--- src/rtl/bram_mem_bridge_if.sv ---
// CPU-side native memory bus (picorv32 style) between a core and the BRAM bridge.
// The core drives the request; the bridge returns a one-cycle ready pulse.
interface bram_mem_bridge_if;
    logic        mem_valid;
    logic [31:0] mem_addr;
    logic [31:0] mem_wdata;
    logic [3:0]  mem_wstrb;
    logic        mem_ready;
    logic [31:0] mem_rdata;

    modport master (
        output mem_valid, mem_addr, mem_wdata, mem_wstrb,
        input  mem_ready, mem_rdata
    );

    modport slave (
        input  mem_valid, mem_addr, mem_wdata, mem_wstrb,
        output mem_ready, mem_rdata
    );
endinterface

--- src/rtl/bram_mem_bridge.sv ---
// Bridges a picorv32 native bus onto a single-port BRAM with an unregistered output.
// One access in flight; saturating read/write completion counters.
module bram_mem_bridge #(
    parameter logic [31:0] BASE_ADDR = 32'h0000_0000,
    parameter int          CNT_W     = 16
) (
    input  logic             clka,
    input  logic             rsta,
    bram_mem_bridge_if.slave bus,
    output logic             sel,
    output logic [9:0]       bram_addra,
    output logic             bram_cea,
    output logic [31:0]      bram_dia,
    output logic [3:0]       bram_wea,
    output logic             bram_rsta,
    input  logic [31:0]      bram_doa,
    output logic [CNT_W-1:0] rd_count,
    output logic [CNT_W-1:0] wr_count
);

    typedef enum logic [1:0] {
        IDLE,
        ACCESS,
        CAPTURE,
        DONE
    } state_e;

    state_e           state_q, state_d;
    logic [9:0]       addr_q, addr_d;
    logic [31:0]      dia_q, dia_d;
    logic [3:0]       wea_q, wea_d;
    logic             cea_q, cea_d;
    logic             is_rd_q, is_rd_d;
    logic             ready_q, ready_d;
    logic [31:0]      rdata_q, rdata_d;
    logic [CNT_W-1:0] rd_cnt_q, rd_cnt_d;
    logic [CNT_W-1:0] wr_cnt_q, wr_cnt_d;

    assign sel = bus.mem_valid
              && (bus.mem_addr[31:12] == BASE_ADDR[31:12]);

    always_ff @(posedge clka) begin
        if (rsta) begin
            state_q  <= IDLE;
            addr_q   <= '0;
            dia_q    <= '0;
            wea_q    <= '0;
            cea_q    <= 1'b0;
            is_rd_q  <= 1'b0;
            ready_q  <= 1'b0;
            rdata_q  <= '0;
            rd_cnt_q <= '0;
            wr_cnt_q <= '0;
        end else begin
            state_q  <= state_d;
            addr_q   <= addr_d;
            dia_q    <= dia_d;
            wea_q    <= wea_d;
            cea_q    <= cea_d;
            is_rd_q  <= is_rd_d;
            ready_q  <= ready_d;
            rdata_q  <= rdata_d;
            rd_cnt_q <= rd_cnt_d;
            wr_cnt_q <= wr_cnt_d;
        end
    end

    always_comb begin
        state_d  = state_q;
        addr_d   = addr_q;
        dia_d    = dia_q;
        wea_d    = wea_q;
        cea_d    = 1'b0;
        is_rd_d  = is_rd_q;
        ready_d  = 1'b0;
        rdata_d  = rdata_q;
        rd_cnt_d = rd_cnt_q;
        wr_cnt_d = wr_cnt_q;
        unique case (state_q)
            IDLE: begin
                if (sel) begin
                    addr_d  = bus.mem_addr[11:2];
                    dia_d   = bus.mem_wdata;
                    wea_d   = bus.mem_wstrb;
                    cea_d   = 1'b1;
                    is_rd_d = (bus.mem_wstrb == 4'b0000);
                    state_d = ACCESS;
                end
            end
            ACCESS: begin
                // RAM samples cea/wea on this edge; drop them so cea is a single-cycle strobe
                wea_d = 4'b0000;
                if (is_rd_q) begin
                    state_d = CAPTURE;
                end else begin
                    ready_d = 1'b1;
                    if (wr_cnt_q != {CNT_W{1'b1}})
                        wr_cnt_d = wr_cnt_q + CNT_W'(1);
                    state_d = DONE;
                end
            end
            CAPTURE: begin
                rdata_d = bram_doa;
                ready_d = 1'b1;
                if (rd_cnt_q != {CNT_W{1'b1}})
                    rd_cnt_d = rd_cnt_q + CNT_W'(1);
                state_d = DONE;
            end
            DONE: begin
                state_d = IDLE;
            end
            default: begin
                state_d = IDLE;
            end
        endcase
    end

    assign bus.mem_ready = ready_q;
    assign bus.mem_rdata = rdata_q;
    assign bram_addra    = addr_q;
    assign bram_cea      = cea_q;
    assign bram_dia      = dia_q;
    assign bram_wea      = wea_q;
    assign bram_rsta     = rsta;
    assign rd_count      = rd_cnt_q;
    assign wr_count      = wr_cnt_q;

endmodule

--- src/flat_wrapper.sv ---
// flat-port wrapper written by rule: the top's interface ports become plain ports
module bram_mem_bridge_flat 
#(
    parameter logic [31:0] BASE_ADDR = 32'h0000_0000,
    parameter int          CNT_W     = 16
)
  (clka, rsta, sel, bram_addra, bram_cea, bram_dia, bram_wea, bram_rsta, bram_doa, rd_count, wr_count, bus_mem_valid, bus_mem_addr, bus_mem_wdata, bus_mem_wstrb, bus_mem_ready, bus_mem_rdata);
  bram_mem_bridge_if bus_i ();
  input  logic clka;
  input  logic rsta;
  output logic sel;
  output logic [9:0] bram_addra;
  output logic bram_cea;
  output logic [31:0] bram_dia;
  output logic [3:0] bram_wea;
  output logic bram_rsta;
  input  logic [31:0] bram_doa;
  output logic [CNT_W-1:0] rd_count;
  output logic [CNT_W-1:0] wr_count;
  input wire logic [$bits(bus_i.mem_valid)-1:0] bus_mem_valid;
  input wire logic [$bits(bus_i.mem_addr)-1:0] bus_mem_addr;
  input wire logic [$bits(bus_i.mem_wdata)-1:0] bus_mem_wdata;
  input wire logic [$bits(bus_i.mem_wstrb)-1:0] bus_mem_wstrb;
  output wire logic [$bits(bus_i.mem_ready)-1:0] bus_mem_ready;
  output wire logic [$bits(bus_i.mem_rdata)-1:0] bus_mem_rdata;
  assign bus_i.mem_valid = bus_mem_valid;
  assign bus_i.mem_addr = bus_mem_addr;
  assign bus_i.mem_wdata = bus_mem_wdata;
  assign bus_i.mem_wstrb = bus_mem_wstrb;
  assign bus_mem_ready = bus_i.mem_ready;
  assign bus_mem_rdata = bus_i.mem_rdata;
  bram_mem_bridge #(.BASE_ADDR(BASE_ADDR), .CNT_W(CNT_W)) u_core (.clka(clka), .rsta(rsta), .bus(bus_i), .sel(sel), .bram_addra(bram_addra), .bram_cea(bram_cea), .bram_dia(bram_dia), .bram_wea(bram_wea), .bram_rsta(bram_rsta), .bram_doa(bram_doa), .rd_count(rd_count), .wr_count(wr_count));
endmodule
--- config.mk ---
export PLATFORM = sky130hd
export DESIGN_NAME = bram_mem_bridge_flat
export DESIGN_NICKNAME = d
export VERILOG_FILES = /design/src/rtl/bram_mem_bridge_if.sv /design/src/rtl/bram_mem_bridge.sv /design/src/flat_wrapper.sv
export SDC_FILE = /design/constraint.sdc
export NUM_CORES = 1
export LEC_CHECK = 0
export CORE_MARGIN = 2
export CORE_UTILIZATION = 57
export CTS_CLUSTER_DIAMETER = 80
export CTS_CLUSTER_SIZE = 16
export DETAILED_ROUTE_END_ITERATION = 8
export DONT_BUFFER_PORTS = 1
export PLACE_DENSITY = 0.73
export SYNTH_ARGS = -nofsm -noshare
export SYNTH_HDL_FRONTEND = slang
export SYNTH_SLANG_ARGS = --single-unit
--- constraint.sdc ---
create_clock -name clka -period 1.8 [get_ports clka]
set_input_delay 0.36 -clock clka [delete_from_list [all_inputs] [get_ports clka]]
set_output_delay 0.36 -clock clka [all_outputs]
set_load 0.01 [all_outputs]
==> results.py <==
metrics = {
    "outcome": {
        "outcome": "finished, violations left",
        "violations": "negative hold slack, negative setup slack",
    },
    "hold_path": {
        "hold_class": "in2reg",
    },
    "synthesis": {
        "synthesis.nets": 661,
        "ys_seq_area_share_pct": 45.98,
        "synth_area_per_cell_um2": 9.071,
        "async_flop_share_pct": 0,
        "ys_seq_elements": 115,
        "synthCells": 552,
        "yosys-top-cells-area": "dfxtp_1 46%, mux2i_1 15%, nand2_1 7.6%, nor2_1 3.6%, a21oi_1 2.1%",
        "synth.distinct_cells": 50,
        "synth_area_um2": 5007,
        "post-synth-top-area-cell": "dfxtp_1",
        "yosys_warnings": 0,
        "synth_edf_count": 0,
        "synth-main-ff-cell": "dfxtp_1",
        "synth_top_area_share_pct": 45.98,
    },
    "detailed_routing": {
        "postRouteAntennaNets": 0,
        "dr.pass1.iters": 4,
        "wl_per_cell_um": 18.42,
        "drt_first_iter_violations": 198,
        "vias": 4501,
        "via_per_inst": 5.930,
        "wl_mm": 13.98,
        "drc_errors": 0,
    },
    "global_routing": {
        "grt_pass1_vias": 4594,
        "antenna_found_initial": 0,
        "grt_pass1_wl_mm": 22.47,
        "grt_use_total_pct": 28.92,
        "gr-total-overflow": 0,
        "grt_max_degree": 79,
    },
    "layout": {
        "layout_commonest_cell": "dfxtp_1",
        "area_growth_pct": 32.03,
        "n_fill_cell": 565,
        "antennaDiodeCount": 0,
        "final_cells": 759,
        "drive_gt1_share_pct": 20.58,
        "fin_nets": 747,
        "stdcell_area_um2": 6611,
        "final_cell_mix": "111 x dfxtp_1, 101 x nand2_1, 75 x mux2i_1",
    },
    "floorplanning": {
        "ios": 217,
        "die_area_um2": 9550,
        "core_um2": 8636,
        "die_w_um": 97.73,
        "initial_core_util_pct": 57.98,
        "die_h_um": 97.73,
        "rows": 34,
    },
    "sta": {
        "timing_hold_violations_final": 53,
        "fin_tns_setup_ns": -0.03723,
        "fmax_mhz": 544.3,
        "finalCriticalPeriod_ns": 1.837,
        "drv_slew": 0,
        "final.period_utilization_pct": 102.1,
        "maxSlewHeadroom_pct": 67.99,
        "timing.final.ws_setup_ns": -0.03723,
        "hold_ws_ns": -0.08034,
        "worst_pin_slew_ns": 0.4802,
        "setup_violations": 1,
        "rsz0062_at_grt": "yes",
        "finalClockSkew_ns": 0.01194,
    },
    "critical_path": {
        "startpoint_type": "register",
        "worst-setup-path-type": "reg2reg",
        "slowest_stage": "or4_1",
        "cp_slowest_stage_delay_ns": 0.51,
        "ff2ff_setup_slack_ns": -0.04,
        "worstPathCellList": "inv_4 > ha_2 > inv_1 > or4_1 > or4_1 > o22ai_2",
        "endpoint_kind": "register",
        "worst_path_most_repeated_cell": "or4_1",
        "cp.arrival_ns": 2.27,
        "worst-path-max-fanout": 3,
        "cp.required_ns": 2.23,
    },
    "power_and_ir_drop": {
        "power.total_uw": 5900,
        "powerDensity_nw_per_um2": 892.3,
        "ir_drop_mv": 0.6435,
        "leakage_uw": 0.002407,
    },
    "clock_tree": {
        "cts_tree": "yes",
        "cts_hold_buf": 38,
        "cts_buffers": 17,
        "clk_pin_slew_ns": 0.06,
        "htreeDepth": 4,
        "cts_root_buf": "clkbuf_8",
        "cts_buffer_depth": 2,
        "cts_num_sinks": 115,
        "clock_latency_ns": 0.51,
    },
    "place": {
        "io_buffer_count": 0,
        "pre_cts_ws_ns": -0.1500,
        "dpl.cell_count": 685,
        "dpl_cell_area_um2": 5492,
        "hpwl_mm": 8.773,
        "finalWeightedCongestion": 0.8854,
    },
    "flow_run": {
        "max_cap_viol_count": 0,
    },
}
-- routing by layer --
layer | GRT usage, % | vias up | wire (um)
li1 | - | 2137 | -
met1 | 33.26 | 2119 | 5377
met2 | 49.44 | 210 | 7173
met3 | 8.921 | 35 | 1044
met4 | 13.14 | 0 | 382
met5 | 0 | - | 0
-- final timing paths --
| path | start | endpoint | cells after the start |
|---|---|---|---|
| min reg2reg | u_core.wr_count[1]$_SDFFE_PP0P_ | u_core.wr_count[1]$_SDFFE_PP0P_ | 2 |
| max | u_core.state_q[0]$_SDFFE_PP0P_ | u_core.is_rd_q$_SDFFE_PP0P_ | 6 |
| min | rsta | u_core.wr_count[13]$_SDFFE_PP0P_ | 1 |
| max reg2reg | u_core.state_q[0]$_SDFFE_PP0P_ | u_core.is_rd_q$_SDFFE_PP0P_ | 6 |
-- logic make-up (layout without fill, tap and decap cells) --
family | Yosys count | after routing | share of synthesized area (%)
AO/OA/AOI/OAI | 65 | 65 | 8.896
multiplexers | 84 | 84 | 16.99
adder cells (fa/ha/maj) | 6 | 6 | 1.499
buffers and inverters | 47 | 146 | 4.073
AND/OR/NAND/NOR | 235 | 235 | 22.56
flip-flops | 115 | 115 | 45.98
-- Yosys cell counts (all sizes together), types with 2 or more instances --
cell type,count
nand3,12
nor2b,11
nand2,101
nor2,48
o311ai,2
a21oi,21
clkbuf,19
o31a,2
nand4,14
ha,6
buf,17
or4,14
o31ai,11
mux2i,76
dfxtp,115
o41ai,3
and3,5
nor4,8
inv,11
o21ai,5
and4,6
a21boi,2
mux2,8
a2111oi,2
o211ai,3
or3,2
nand3b,2
a211oi,5
o21a,2
nor3,6
-- through the flow --
stage	util, %	hold slack (ns)
detailed placement	63.59	0.4370
global placement	63.59	0.4352
floorplan	-	0.4550
global route	76.56	-0.1038
CTS	75.24	-0.09829
finish	76.56	-0.08034
-- timing repair --
item	4_1_cts	5_1_grt
endpoints found under the setup margin	5	17
resized for setup	8	22
pin swaps	4	6
setup buffers	3	1
endpoints found under the hold margin	93	54
-- report_power, final --
part / leakage [uW] / internal [uW] / switching, uW
Sequential: 0.000928 / 2550 / 0.00445
Combinational: 0.00120 / 83.7 / 72.1
Clock: 0.000275 / 1960 / 1240
-- cell type report --
cell class | count | area, um2 | area share (%)
inverters | 11 | 43.79 | 0.6624
clock buffers | 20 | 455.4 | 6.889
repair buffers | 103 | 913.4 | 13.82
multi-input cells | 390 | 2638 | 39.89
flip-flops and latches | 115 | 2307 | 34.90
well taps | 108 | 135.1 | 2.044
clock inverters | 12 | 118.9 | 1.798
-- state kept, by name, indices dropped and copies added, names as in the netlist --
signal	count
u_core.is_rd_q	1
u_core.bus.mem_ready	1
u_core.bram_addra	10
u_core.bram_dia	32
u_core.state_q	2
u_core.bram_wea	4
u_core.bus.mem_rdata	32
u_core.wr_count	16
u_core.bram_cea	1
u_core.rd_count	16
-- worst max-delay path, delay by kind of cell (launching register included) --
| family | cells | cell delay (ns) |
|---|---|---|
| AOI/OAI and AO/OA | 1 | 0.15 |
| adders and majority gates | 1 | 0.19 |
| buffers and inverters | 2 | 0.13 |
| DFF | 1 | 0.35 |
| and+or+nand+nor | 2 | 0.95 |
Power figures use the tool's default switching activity.
